==> config.mk <==
export PLATFORM = sky130hd
export DESIGN_NAME = nth_bit_set_from_lsb
export DESIGN_NICKNAME = d
export VERILOG_FILES = /design/src/rtl/nth_bit_set_from_lsb.sv
export SDC_FILE = /design/constraint.sdc
export NUM_CORES = 1
export LEC_CHECK = 0
export CORE_ASPECT_RATIO = 1.1
export CORE_MARGIN = 10
export CORE_UTILIZATION = 52
export CTS_BUF_LIST = sky130_fd_sc_hd__clkbuf_8
export DETAILED_ROUTE_END_ITERATION = 12
export HOLD_SLACK_MARGIN = 0.12
export PLACE_DENSITY = 0.82
export SYNTH_ARGS = -nofsm -noshare
export SYNTH_HDL_FRONTEND = slang
export SYNTH_SLANG_ARGS = --single-unit
==> constraint.sdc <==
create_clock -name clk_i -period 2.4 [get_ports clk_i]
set_input_delay 0.24 -clock clk_i [delete_from_list [all_inputs] [get_ports clk_i]]
set_output_delay 0.24 -clock clk_i [all_outputs]
set_load 0.05 [all_outputs]
==> src/rtl/nth_bit_set_from_lsb.sv <==
// nth_bit_set_from_lsb
// Finds the n-th set bit (1-based, counted from the LSB) of a captured
// vector by peeling off the lowest set bit once per cycle. The result is
// reported as a one-hot mask, a binary index and a found flag.
//
// Handshake semantics (both sides): a transfer happens on a rising clock
// edge where valid and ready are both 1. The request side presents
// ready_o only in IDLE. The result side holds valid_o and all result
// fields stable in DONE until the edge where ready_i is also 1.
// Requests offered while the block is busy are simply not accepted.
module nth_bit_set_from_lsb #(
  parameter  int WIDTH = 12,
  localparam int NW    = $clog2(WIDTH + 1),
  localparam int IW    = ($clog2(WIDTH) > 1) ? $clog2(WIDTH) : 1
) (
  input  logic             clk_i,
  input  logic             rst_i,
  input  logic             valid_i,
  output logic             ready_o,
  input  logic [WIDTH-1:0] vec_i,
  input  logic [NW-1:0]    n_i,
  output logic             valid_o,
  input  logic             ready_i,
  output logic [WIDTH-1:0] onehot_o,
  output logic [IW-1:0]    index_o,
  output logic             found_o
);

  typedef enum logic [1:0] {
    ST_IDLE = 2'd0,
    ST_SCAN = 2'd1,
    ST_DONE = 2'd2
  } state_e;

  // Sequential state.
  state_e           state_q;
  logic [WIDTH-1:0] work_q;
  logic [NW-1:0]    cnt_q;
  logic             ready_q;
  logic             valid_q;
  logic [WIDTH-1:0] onehot_q;
  logic [IW-1:0]    index_q;
  logic             found_q;

  // Combinational helpers derived only from registered state, so no
  // path exists from vec_i or n_i to any output.
  logic [WIDTH-1:0] lsb_d;
  logic [IW-1:0]    lsb_idx_d;
  logic             scan_empty_d;
  logic             scan_hit_d;

  // Binary position of a one-hot (or zero) vector; zero maps to index 0.
  function automatic logic [IW-1:0] pos_of(input logic [WIDTH-1:0] oh);
    logic [IW-1:0] p;
    p = '0;
    for (int i = 0; i < WIDTH; i++) begin
      if (oh[i]) begin
        p = p | IW'(i);
      end
    end
    return p;
  endfunction

  // Isolate the lowest set bit of the working vector and classify the
  // current scan step.
  always_comb begin
    lsb_d        = work_q & (~work_q + WIDTH'(1));
    lsb_idx_d    = pos_of(lsb_d);
    scan_empty_d = (cnt_q == '0) || (work_q == '0);
    scan_hit_d   = (cnt_q == NW'(1));
  end

  // Single FSM: capture in IDLE, peel one set bit per SCAN cycle, hold
  // the registered result in DONE until the consumer takes it.
  always_ff @(posedge clk_i or posedge rst_i) begin
    if (rst_i) begin
      state_q  <= ST_IDLE;
      work_q   <= '0;
      cnt_q    <= '0;
      ready_q  <= 1'b1;
      valid_q  <= 1'b0;
      onehot_q <= '0;
      index_q  <= '0;
      found_q  <= 1'b0;
    end else begin
      case (state_q)
        ST_IDLE: begin
          if (valid_i) begin
            // ready_q is always 1 in IDLE, so valid_i alone is the handshake.
            work_q   <= vec_i;
            cnt_q    <= n_i;
            ready_q  <= 1'b0;
            onehot_q <= '0;
            index_q  <= '0;
            found_q  <= 1'b0;
            state_q  <= ST_SCAN;
          end
        end
        ST_SCAN: begin
          if (scan_empty_d) begin
            // Rank zero, or the vector ran out of set bits first: an
            // oversized rank therefore never wraps around.
            onehot_q <= '0;
            index_q  <= '0;
            found_q  <= 1'b0;
            valid_q  <= 1'b1;
            state_q  <= ST_DONE;
          end else if (scan_hit_d) begin
            onehot_q <= lsb_d;
            index_q  <= lsb_idx_d;
            found_q  <= 1'b1;
            valid_q  <= 1'b1;
            state_q  <= ST_DONE;
          end else begin
            work_q <= work_q ^ lsb_d;
            cnt_q  <= cnt_q - NW'(1);
          end
        end
        ST_DONE: begin
          if (ready_i) begin
            valid_q <= 1'b0;
            ready_q <= 1'b1;
            state_q <= ST_IDLE;
          end
        end
        default: begin
          state_q <= ST_IDLE;
          ready_q <= 1'b1;
          valid_q <= 1'b0;
        end
      endcase
    end
  end

  assign ready_o  = ready_q;
  assign valid_o  = valid_q;
  assign onehot_o = onehot_q;
  assign index_o  = index_q;
  assign found_o  = found_q;

  // Result mask is never more than one-hot.
  a_onehot0 : assert property (@(posedge clk_i) disable iff (rst_i)
    $onehot0(onehot_q));

  // A found result carries a mask that matches its index.
  a_index_consistent : assert property (@(posedge clk_i) disable iff (rst_i)
    found_q |-> (onehot_q == (WIDTH'(1) << index_q)));

  // A not-found result carries all-zero fields.
  a_not_found_zero : assert property (@(posedge clk_i) disable iff (rst_i)
    !found_q |-> ((onehot_q == '0) && (index_q == '0)));

  // The two sides of the block are never open at the same time.
  a_ready_valid_excl : assert property (@(posedge clk_i) disable iff (rst_i)
    !(ready_q && valid_q));

  // A pending result stays put until it is taken.
  a_result_stable : assert property (@(posedge clk_i) disable iff (rst_i)
    (valid_q && !ready_i) |=> (valid_q && $stable(onehot_q) &&
                               $stable(index_q) && $stable(found_q)));

  // ready/valid flags track the FSM state.
  a_flags_match_state : assert property (@(posedge clk_i) disable iff (rst_i)
    (ready_q == (state_q == ST_IDLE)) && (valid_q == (state_q == ST_DONE)));

endmodule

==> results of run 1 <==
==> cell usage after synthesis (3+ instances only) <==
master and count:
dfrtp_1 36, nor2_1 11, a22o_1 10, a32o_1 10, inv_1 9, nor3_1 8, a21oi_1 7, a221o_1 7
nand2_1 6, a21o_1 5, and3_1 5, clkbuf_1 5, nor4_1 4, o21ai_0 4, o22ai_1 4, buf_2 3
nor2b_1 3
==> flip-flops by register name, summed over array words and instances (netlist names) <==
name      cells
state_q       2
cnt_q         4
found_o       1
work_q       12
ready_o       1
index_o       4
valid_o       1
onehot_o     12
==> path summary, 6_finish.rpt <==
check,end,start,slack [ps]
max,index_o[2],work_q[5],340
min,onehot_o[0],rst_i,360
max reg2reg,index_o[2],work_q[5],340
min reg2reg,ready_o,ready_o,470
max in group asynchronous,ready_o,rst_i,1680
min in group clk_i,ready_o,ready_o,470
==> cell type report <==
class	instances	area (sq um)	area share (%)
Sequential cell	37	927	39.6
Multi-Input combinational cell	110	762	32.6
Timing Repair Buffer	46	440	18.8
Clock buffer	6	82.6	3.53
Tap cell	48	60.1	2.57
Clock inverter	2	33.8	1.44
Inverter	9	33.8	1.44
==> logic make-up (layout without fill, tap and decap cells) <==
family,after synthesis,in the layout,synth area share (%)
multiplexers,1,1,0.560
AND/OR/NAND/NOR,51,51,15.1
AO/OA/AOI/OAI,56,56,25.5
adder cells (fa/ha/maj),2,2,1.40
flip-flops,37,37,51.9
buffers and inverters,21,63,5.53
==> layout by cell type (no fill, tap or decap), types with 2 or more instances in the layout <==
master and n:
clkdlybuf4s50_1 38, dfrtp_1 36, nor2_1 11, inv_1 10, a22o_1 10, a32o_1 10, nor3_1 8, buf_4 8
a21oi_1 7, a221o_1 7, nand2_1 6, clkbuf_8 6, and3_1 5, a21o_1 5, nor4_1 4, o22ai_1 4
o21ai_0 4, nor2b_1 3, and2_1 2, or2_2 2, nand3_1 2, or4_1 2, nand4_1 2, o311a_1 2
o311ai_0 2, ha_1 2
==> stage by stage <==
stage / power, mW / instances / hold WS (ps)
2_1_floorplan: 2.23 / 168 / 355
3_3_place_gp: 2.67 / 250 / 453
3_5_place_dp: 2.72 / 250 / 456
4_1_cts: 3.28 / 258 / 396
5_1_grt: 3.52 / 258 / 412
6_report: 3.28 / 258 / 363
==> metal layers <==
layer / part of all wire (%) / wire, um / vias up / track usage, %
met5: 0 / 0 / - / 0
met4: 2.1 / 94 / 0 / 5.87
met3: 6.7 / 305 / 12 / 4.26
met2: 49 / 2260 / 67 / 26.1
met1: 42 / 1900 / 767 / 18.0
li1: - / - / 732 / -
==> power groups by stage <==
stage	Sequential, mW	Clock, mW	Combinational [mW]
final	1.09	0.549	1.64
after global routing	1.13	0.584	1.81
after CTS	1.08	0.557	1.64
after detailed placement	1.09	0	1.63
after global placement	1.08	0	1.59
after floorplan	1.20	0	1.03
==> worst reg2reg max path: cells and delay by family, from the launching register on <==
kind             cells  cell delay [ps]
flip-flops           1              490
AO/OA/AOI/OAI        1              340
AND/OR/NAND/NOR      3             1120
==> impl_metrics.csv, run 1 <==
group,metric,value,unit
clock_tree,cts_inserted_buffers,5,
sta,hold_violations,0,
detailed_routing,wire_per_inst,17.7,um
critical_path,ff2ff_path_depth,4,
synthesis,synth_seq_cells,37,
critical_path,worst_path_max_delay_cell,"nor4_1",
global_route,grt_overflow,0,
global_route,grt_pass1_wl,7.78,mm
status,status,"finished clean",
clock_tree,htree_levels,2,
synthesis,synth_edf_count,0,
sta,tightest_slew,978,ps
clock_tree,cts_setup_buffers,0,
placement,place_congestion,0.925,
pwr,power_frac_seq,33.3,%
global_route,grt_max_degree,38,
floorplan,coreArea,3330,sq um
layout,diodes,0,
global_route,grt_pass1_vias,1574,
synthesis,ys.flop_type,"dfrtp_1",
clock_tree,cts_tree,"built",
synthesis,ys_seq_area_share,51.9,%
sta,fin_crit,2060,ps
critical_path,cp.arrival,2230,ps
critical_path,cp_num_buf_inv,0,
placement,io_buffers,38,
synthesis,async_flop_share,100,%
detailed_routing,routed_wl,4.56,mm
floorplan,dieArea,6190,sq um
detailed_routing,viasPerCell,6.12,
detailed_routing,first_pass_iters,4,
pwr,p_int,1.86,mW
floorplan,pin_count,39,
hold_path,hp-class,"in -> async",
clock_tree,cts_buffer_depth,2,
synthesis,synth.area.top_cells,"dfrtp_1 50%, a32o_1 5.6%, a22o_1 4.9%",
synthesis,yosys.area.top_type,"dfrtp_1",
layout,area_growth,30.9,%
synthesis,netlist.area_leader.share,50.4,%
synthesis,ys.warnings.count,0,
clock_tree,clock-sinks,37,
placement,post_dp_cell_area,2220,sq um
global_route,antenna_found_initial,0,
synthesis,syn_avg_cell_area,10.6,sq um
sta,fin_ws,343,ps
synthesis,syn_nets,190,
sta,grt_setup_unrepaired,"false",
critical_path,critPathKind,"reg -> reg",
synthesis,synth.distinct_cells,39,
critical_path,required,2570,ps
sta,skew,6.89,ps
pwr,pwr-share-clk,16.7,%
floorplan,die_x,75.9,um
synthesis,synth_area,1790,sq um
sta,tns,0,ps
sta,setup_viol,0,
critical_path,path_max_fanout,14,
sta,finalCritPeriodShare,85.7,%
floorplan,start_util,53.7,%
job,drv_cap,0,
critical_path,startpoint_type,"flip-flop",
pwr,leakagePower,1.05,nW
sta,clock.fmax,486,MHz
synthesis,synthCells,168,
placement,post-place-ws,330,ps
detailed_routing,ant_nets,0,
layout,layout-drive-gt1-share,9.05,%
layout,final_cell_area,2340,sq um
sta,slew_headroom,34.6,%
critical_path,cp.depth,4,
clock_tree,cts_hold_buf,0,
layout,fin_util,70.2,%
detailed_routing,route.detailed.drc,0,
sta,drv_slew,0,
pwr,p_sw,1.42,mW
global_route,grt_use_total,15.2,%
layout,nNetsFinal,231,
critical_path,end_kind,"flip-flop",
floorplan,die_h,81.5,um
detailed_routing,vias,1578,
pwr,p_per_area,1400,nW/um^2
detailed_routing,drt_iter0_drc,161,
layout,fillCellCount,265,
placement,place_hpwl,3.39,mm
pwr,peakVddDrop,0.000834,V
clock_tree,cts-resized-gates,0,
floorplan,num_rows,22,
clock_tree,clockRootBuffer,"clkbuf_8",
critical_path,crit_family,"simple AND/OR/NAND/NOR gates",
clock_tree,clock_latency,290,ps
pwr,power_frac_comb,50.0,%
critical_path,crit_chain,"nor4_1 > and3_1 > nor2_1 > a32o_1",
pwr,p_sw_share,43.3,%
clock_tree,clkTransAtPathRegs,70,ps
critical_path,max_stage_delay,550,ps
(Power assumes the default switching activity.)
==> run 2: changes to the inputs <==
Settings changed: CORE_UTILIZATION 52 to 47, PLACE_DENSITY 0.82 to 0.78.
Clock period 2.4 ns to 1.7 ns, I/O delays scaled along.
==> run 2 against run 1 <==
- power rose by 85%
- the flow now finishes with violations (negative setup slack)
- wire length grew 36%
- sequential cell count unchanged
- global-route usage rose by 2.7 points
- clock-buffer cell count did not move
- utilization rose by 7.9 points
==> impl_metrics.csv, run 2 (synthesis gave the netlist of run 1 again) <==
group,metric,value,unit
floorplan,start_util,48.9,%
layout,final_cell_mix,"65 x buf_4, 35 x dfrtp_1, 22 x clkdlybuf4s50_1",
pwr,fin_total_pwr,6.06,mW
clock_tree,clock_latency,300,ps
sta,finalCritPeriodShare,110,%
sta,slew_headroom,66.2,%
sta,grt_setup_unrepaired,"true",
placement,place_congestion,0.914,
floorplan,die_h,84.7,um
detailed_routing,drt_iter0_drc,189,
critical_path,ff2ff_path_depth,4,
clock_tree,htree_levels,2,
sta,skew,13.6,ps
placement,post-place-ws,-217,ps
critical_path,required,1890,ps
floorplan,dieArea,6670,sq um
sta,hold_violations,0,
critical_path,reg2reg_slack,-170,ps
sta,tightest_slew,505,ps
placement,dp.cells,291,
pwr,leakagePower,1.33,nW
global_route,grt_max_degree,38,
sta,fin_crit,1870,ps
critical_path,r2r_end,"work_q[6]",
sta,drv_slew,0,
floorplan,pin_count,39,
clock_tree,cts_inserted_buffers,5,
clock_tree,clockRootBuffer,"clkbuf_8",
critical_path,path_max_fanout,4,
global_route,grt_use_total,17.9,%
placement,io_buffers,38,
critical_path,r2r_start,"work_q[3]",
pwr,peakVddDrop,0.00136,V
clock_tree,cts_buffer_depth,2,
floorplan,num_rows,23,
critical_path,startpoint_type,"flip-flop",
placement,place_hpwl,3.96,mm
global_route,grt_overflow,0,
layout,mostFrequentLayoutCell,"buf_4",
global_route,grt_pass1_wl,9.72,mm
detailed_routing,route.detailed.drc,0,
clock_tree,clkTransAtPathRegs,80,ps
layout,fillCellCount,224,
sta,setup_viol,22,
global_route,grt_pass1_vias,1942,
hold_path,hp-class,"in -> async",
layout,area_growth,59.7,%
global_route,antenna_found_initial,0,
critical_path,critPathKind,"reg -> reg",
detailed_routing,viasPerCell,6.09,
detailed_routing,wire_per_inst,20.3,um
critical_path,cp.arrival,2060,ps
clock_tree,clock-sinks,37,
sta,clock.fmax,534,MHz
clock_tree,cts_hold_buf,0,
sta,tns,-1350,ps
status,status,"complete, but fails checks",
job,drv_cap,0,
layout,multi_input_area,980,sq um
detailed_routing,ant_nets,0,
critical_path,end_kind,"flip-flop",
floorplan,die_x,78.8,um
pwr,p_per_area,2120,nW/um^2
status,violations,"negative setup slack",
sta,fin_ws,-174,ps
floorplan,coreArea,3650,sq um
layout,nNetsFinal,276,
layout,diodes,0,
layout,layout-drive-gt1-share,42.4,%
detailed_routing,first_pass_iters,5,
clock_tree,cts_tree,"built",
layout,seq_area,928,sq um
layout,fin_util,78.1,%
detailed_routing,vias,1857,
layout,fin_cells,305,
detailed_routing,routed_wl,6.19,mm
run 2: changes by cell type in the layout (fill, tap and decap cells not counted), moves of 3 or more:
| cell | change |
|---|---|
| buf_4 | +57 |
| clkdlybuf4s50_1 | -16 |
| nor4_1 | -4 |
| a21oi_1 | -3 |
| and3_1 | -3 |
| and3_4 | +3 |
| inv_1 | -3 |
| nor4_4 | +3 |
| o221a_4 | +3 |
run 2: repair_timing:
action,CTS,global route
buffers inserted,1,3
setup endpoints to repair,34,35
gates cloned,2,0
resized for setup,22,15
hold endpoints to repair,0,0
pin swaps,7,7
run 2: final cells by class:
| cell class | count | area share, % |
|---|---|---|
| clock inverters | 2 | 1.31 |
| flip-flops and latches | 37 | 32.5 |
| clock buffers | 6 | 2.89 |
| inverters | 9 | 1.18 |
| well taps | 50 | 2.19 |
| repair buffers | 89 | 25.6 |
| multi-input cells | 112 | 34.3 |
run 2: power breakdown:
group | leakage [nW] | switching, mW | internal (mW)
combinational | 0.788 | 2.04 | 1.76
sequential | 0.482 | 0.281 | 1.18
clock | 0.0574 | 0.323 | 0.477
total | 1.33 | 2.64 | 3.42
run 2: critical path, stage by stage (launching register included):
cell	delay (ps)
dfrtp_1	390
or4_4	590
or3_4	360
and3_4	180
a221o_1	250
run 2: worst max-delay path by stage:
stage | from | to | slack (ps) | depth (start not counted)
CTS | work_q[3] | work_q[6] | -160 | 4
detailed placement | cnt_q[0] | onehot_o[5] | -220 | 6
floorplan | work_q[2] | work_q[6] | -220 | 5
global placement | work_q[2] | work_q[7] | -220 | 5
global route | work_q[3] | work_q[6] | -190 | 4
finish | work_q[3] | work_q[6] | -170 | 4
run 2: through the flow:
stage	hold slack (ps)	instance area, sq um
6_report	291	2860
2_1_floorplan	285	1830
3_5_place_dp	453	2500
3_3_place_gp	452	2500
5_1_grt	321	2860
4_1_cts	297	2770
run 2: per-layer routing:
layer	part of all wire (%)	track usage [%]	wire length, um	up-vias
li1	-	-	-	834
met2	52	31.4	3220	107
met3	9.0	6.08	557	19
met4	2.6	7.50	162	0
met5	0	0	0	-
met1	36	19.1	2250	897
